--- config.mk ---
export PLATFORM = sky130hd
export DESIGN_NAME = demux_serializer
export DESIGN_NICKNAME = d
export VERILOG_FILES = /design/src/rtl/demux_serializer_pkg.sv /design/src/rtl/demux_shreg.sv /design/src/rtl/demux_serializer.sv
export SDC_FILE = /design/constraint.sdc
export NUM_CORES = 1
export LEC_CHECK = 0
export ABC_AREA = 1
export CAP_MARGIN = 15
export CORE_UTILIZATION = 54
export CTS_BUF_LIST = sky130_fd_sc_hd__clkbuf_8
export CTS_CLUSTER_SIZE = 24
export DETAILED_ROUTE_END_ITERATION = 12
export PLACE_DENSITY = 0.87
export SLEW_MARGIN = 20
export SYNTH_ARGS = -nofsm -noshare
export SYNTH_HDL_FRONTEND = slang
export SYNTH_SLANG_ARGS = --single-unit
--- constraint.sdc ---
create_clock -name clk -period 2.4 [get_ports clk]
set_input_delay 0.48 -clock clk [delete_from_list [all_inputs] [get_ports clk]]
set_output_delay 0.48 -clock clk [all_outputs]
set_load 0.03 [all_outputs]
--- src/rtl/demux_serializer_pkg.sv ---
// Shared types and constants for the demux serializer.
// FSM state encoding and demux channel codes.
package demux_serializer_pkg;

  typedef enum logic [1:0] {
    ST_IDLE  = 2'd0,
    ST_SHIFT = 2'd1,
    ST_GAP   = 2'd2
  } state_t;

  localparam logic [1:0] CH_D0 = 2'd0;
  localparam logic [1:0] CH_D1 = 2'd1;
  localparam logic [1:0] CH_D2 = 2'd2;
  localparam logic [1:0] CH_D3 = 2'd3;

endpackage

--- src/rtl/demux_shreg.sv ---
// Loadable shift register feeding the serial line.
// Head bit is a flop output; shifts toward it and fills with 0.
module demux_shreg #(
  parameter int WIDTH     = 8,
  parameter bit MSB_FIRST = 1'b1
) (
  input  logic             clk,
  input  logic             rst,
  input  logic             load,
  input  logic             shift,
  input  logic [WIDTH-1:0] din,
  output logic             dout
);

  logic [WIDTH-1:0] sr;

  // load wins over shift; an emptied register presents 0
  always_ff @(posedge clk or posedge rst) begin
    if (rst) begin
      sr <= '0;
    end else if (load) begin
      sr <= din;
    end else if (shift) begin
      if (MSB_FIRST) sr <= {sr[WIDTH-2:0], 1'b0};
      else           sr <= {1'b0, sr[WIDTH-1:1]};
    end
  end

  assign dout = MSB_FIRST ? sr[WIDTH-1] : sr[0];

endmodule

--- src/rtl/demux_serializer.sv ---
// Serializes a word onto I with registered select/enable
// for a downstream 1-to-4 demux.
module demux_serializer
  import demux_serializer_pkg::*;
#(
  parameter int WIDTH     = 8,
  parameter int GAP       = 1,
  parameter bit MSB_FIRST = 1'b1
) (
  input  logic             clk,
  input  logic             rst,
  input  logic             in_valid,
  output logic             in_ready,
  input  logic [WIDTH-1:0] in_data,
  input  logic [1:0]       in_ch,
  output logic             s0,
  output logic             s1,
  output logic             I,
  output logic             en,
  output logic             busy,
  output logic             done
);

  localparam int CW = $clog2(WIDTH);
  localparam int GW = (GAP > 1) ? $clog2(GAP) : 1;
  localparam logic [CW-1:0] BLAST = CW'(WIDTH - 1);
  localparam logic [CW-1:0] BPEN  = CW'(WIDTH - 2);
  localparam logic [GW-1:0] GLAST = GW'((GAP > 0) ? GAP - 1 : 0);

  state_t        state;
  logic [CW-1:0] cnt;
  logic [GW-1:0] gcnt;
  logic          take;

  assign in_ready = (state == ST_IDLE);
  assign take     = in_valid & in_ready;

  demux_shreg #(
    .WIDTH    (WIDTH),
    .MSB_FIRST(MSB_FIRST)
  ) u_shreg (
    .clk  (clk),
    .rst  (rst),
    .load (take),
    .shift(state == ST_SHIFT),
    .din  (in_data),
    .dout (I)
  );

  // sequencing plus registered select, enable, busy and done
  always_ff @(posedge clk or posedge rst) begin
    if (rst) begin
      state <= ST_IDLE;
      cnt   <= '0;
      gcnt  <= '0;
      en    <= 1'b0;
      s0    <= 1'b0;
      s1    <= 1'b0;
      busy  <= 1'b0;
      done  <= 1'b0;
    end else begin
      unique case (state)
        ST_IDLE: begin
          if (take) begin
            s0    <= in_ch[1];
            s1    <= in_ch[0];
            en    <= 1'b1;
            busy  <= 1'b1;
            done  <= 1'b0;
            cnt   <= '0;
            state <= ST_SHIFT;
          end
        end
        ST_SHIFT: begin
          if (cnt == BLAST) begin
            en   <= 1'b0;
            done <= 1'b0;
            cnt  <= '0;
            gcnt <= '0;
            if (GAP == 0) begin
              busy  <= 1'b0;
              state <= ST_IDLE;
            end else begin
              state <= ST_GAP;
            end
          end else begin
            cnt  <= cnt + CW'(1);
            done <= (cnt == BPEN);
          end
        end
        ST_GAP: begin
          if (gcnt == GLAST) begin
            busy  <= 1'b0;
            state <= ST_IDLE;
          end else begin
            gcnt <= gcnt + GW'(1);
          end
        end
        default: begin
          en    <= 1'b0;
          busy  <= 1'b0;
          done  <= 1'b0;
          state <= ST_IDLE;
        end
      endcase
    end
  end

endmodule

==> flow_summary.ini <==
[sta]
max_clock_freq_mhz = 461
finalCriticalPeriod_ps = 2170
final-hold-violation-count = 0
max_slew.worst_pin.slew_ps = 673
hold_slack_ps = 482
maxSlewHeadroom_pct = 55.1
setup-tns-final_ps = 0
layout_setup_ws_ps = 232
grt_setup_unrepaired = false
timing.final.setup_violations = 0
finalMaxSlewViolations = 0
min_period_over_period_pct = 90.3
fin_worst_skew_ps = 3.85

[run_status]
result_of_the_run = complete, no violations

[grt]
met3_usage_pct = 3.91
global_route_wire_length_before_repair_um = 2910
global_route.usage.total_pct = 22.2
vias_in_the_first_global_route = 654
grt_start_max_net_pins = 19
globalRouteOverflowTotal = 0
grt_antenna_before_repair = 0
grt_use_met2_pct = 36.3
grt.met1_usage_pct = 29.8
global_route.peak_usage_layer = met2

[route]
drt-vias-per-instance = 5.45
wl_per_instance_um = 13.2
detailroute.via_count = 687
wl_um = 1660
ant_nets = 0
route.detailed.drc = 0
dr.first_iter.drc_count = 12
drt_pre_antenna_iters = 4

[worst_setup_path]
endpoint_of_the_worst_register_to_register_path = done
worstSetupPathType = reg -> out
crit_required_ps = 1920
regToRegSetupSlack_ps = 1140
cp.arrival_ps = 1690
crit_path_max_fanout = 9
reg2reg_from = cnt[0]
worst_r2r_path_depth = 5
cp-end-kind = primary output
cp-start-kind = flip-flop

[synth]
synth_top_cell_area_share_pct = 53.0
syn_nets = 108
synth_top_area_cell = dfrtp_1
netlist_top_cells_area = dfrtp_1 53%, nand3_1 16%, nand2_1 9.7%
synthCells = 92
synth_sequential_area_ratio_pct = 53.0
yosys_register_bits = 18
synthDistinctLibCells = 13
synth_area_um2 = 850
yosys_warnings = 0
post_synth.cell_area_avg_um2 = 9.23

[final_layout]
fin_area_um2 = 1070
nFillCells = 92
antenna-diode-count = 0
final_stage_net_count = 129
final_layout_size_suffix_gt1_share_pct = 9.91
area_delta_synth_final_pct = 25.5

[cts]
worst_setup_hold_path_clk_slew_ps = 60
clock_root_buffer = clkbuf_8
postCtsSetupBuffers = 0
post_cts_hold_buffer_count = 0
clk_latency_ps = 250
cts_tree = done
max-clock-path-buffers = 2
numCtsBuffers = 3
tritoncts_num_sinks = 18
cts_resized = 0
ctsHtreeMaxLevel = 1

[floorplan]
fp.dieH_um = 41.7
placeableCoreArea_um2 = 1380
floorplan.io_pins = 20
initial_core_utilization_pct = 61.4
design.die.area_um2 = 1740
die_w_um = 41.7
rows = 13

[min_path]
hold_depth = 2
whs_endpoint = s0
hp-start = s0
hp-class = reg -> reg

[power]
worst_ir_drop_vdd_mv = 0.759
power_density_nw_per_um2 = 1190
leakagePower_nw = 0.523

[placement]
dp_slack_ps = 509
place_area_um2 = 1020
port_buffers = 19
detailed_place_hpwl_um = 1130
place.gp.congestion = 0.737

[job]
cap_viol_max_count = 0
==> per-stage QoR <==
stage	total power [mW]	std cells	utilization, %
after floorplan	0.894	92	-
final	1.27	126	77.1
after CTS	1.28	126	77.1
after global placement	1.04	123	74.1
after detailed placement	1.07	123	74.1
after global routing	1.36	126	77.1
==> critical path: stages, from the launching register on <==
cell and delay [ps]:
dfrtp_1 450, nor2_4 260, clkdlybuf4s50_1 720
==> final cells by class <==
class	instances	area, µm²	area share, %
Timing Repair Buffer	19	190	17.8
Multi-Input combinational cell	63	335	31.5
Inverter	8	30.0	2.82
Tap cell	15	18.8	1.76
Sequential cell	18	450	42.3
Clock buffer	3	41.3	3.87
==> cells by family after synthesis <==
logic type | after synthesis | synth area share (%)
adders and majority gates | 3 | 4.42
DFF | 18 | 53.0
AOI/OAI and AO/OA | 4 | 2.36
and+or+nand+nor | 56 | 32.7
buffers and inverters | 11 | 7.51
==> routing by layer <==
layer / wire length [µm] / vias to the layer above
met2: 799 / 20
met5: 0 / -
met4: 23 / 0
met1: 771 / 323
met3: 68 / 5
li1: - / 339
==> Yosys cell counts <==
master	number
nor2_1	1
o21ai_0	4
nand2_2	2
inv_2	2
nand3_1	27
buf_6	3
dfrtp_1	18
ha_1	3
nand2_1	22
nand2_4	1
nand3_2	1
nor2_4	2
inv_1	6
==> registers in the layout, indices dropped and copies added, names as in the netlist <==
register	cells
done	1
busy	1
state	2
s1	1
cnt	3
en	1
s0	1
u_shreg.sr	8
==> placed cells by master (no fill, tap or decap) <==
cell type        count
nor2_4               2
inv_2                2
clkbuf_8             3
ha_1                 3
nand2_4              1
nor2_1               1
inv_1                6
clkdlybuf4s50_1     19
dfrtp_1             18
nand2_2              2
nand2_1             22
nand3_1             27
nand3_2              1
o21ai_0              4
==> how the worst max path moves through the flow <==
stage                        start       end  slack, ps  cells past startpoint
after floorplan           state[1]  in_ready       1170                      1
after global placement    state[1]  in_ready        530                      2
after detailed placement  state[1]  in_ready        510                      2
after CTS                 state[1]  in_ready        240                      2
after global routing      state[1]  in_ready        190                      2
final                     state[1]  in_ready        230                      2
==> report_power, final <==
group          total [mW]  switching, mW  leakage, nW  internal [mW]
logic               0.555          0.340        0.277          0.215
registers           0.511         0.0858        0.225          0.425
clock network       0.206         0.0945       0.0216          0.111
Note: power is estimated with default switching activity, not from simulation.
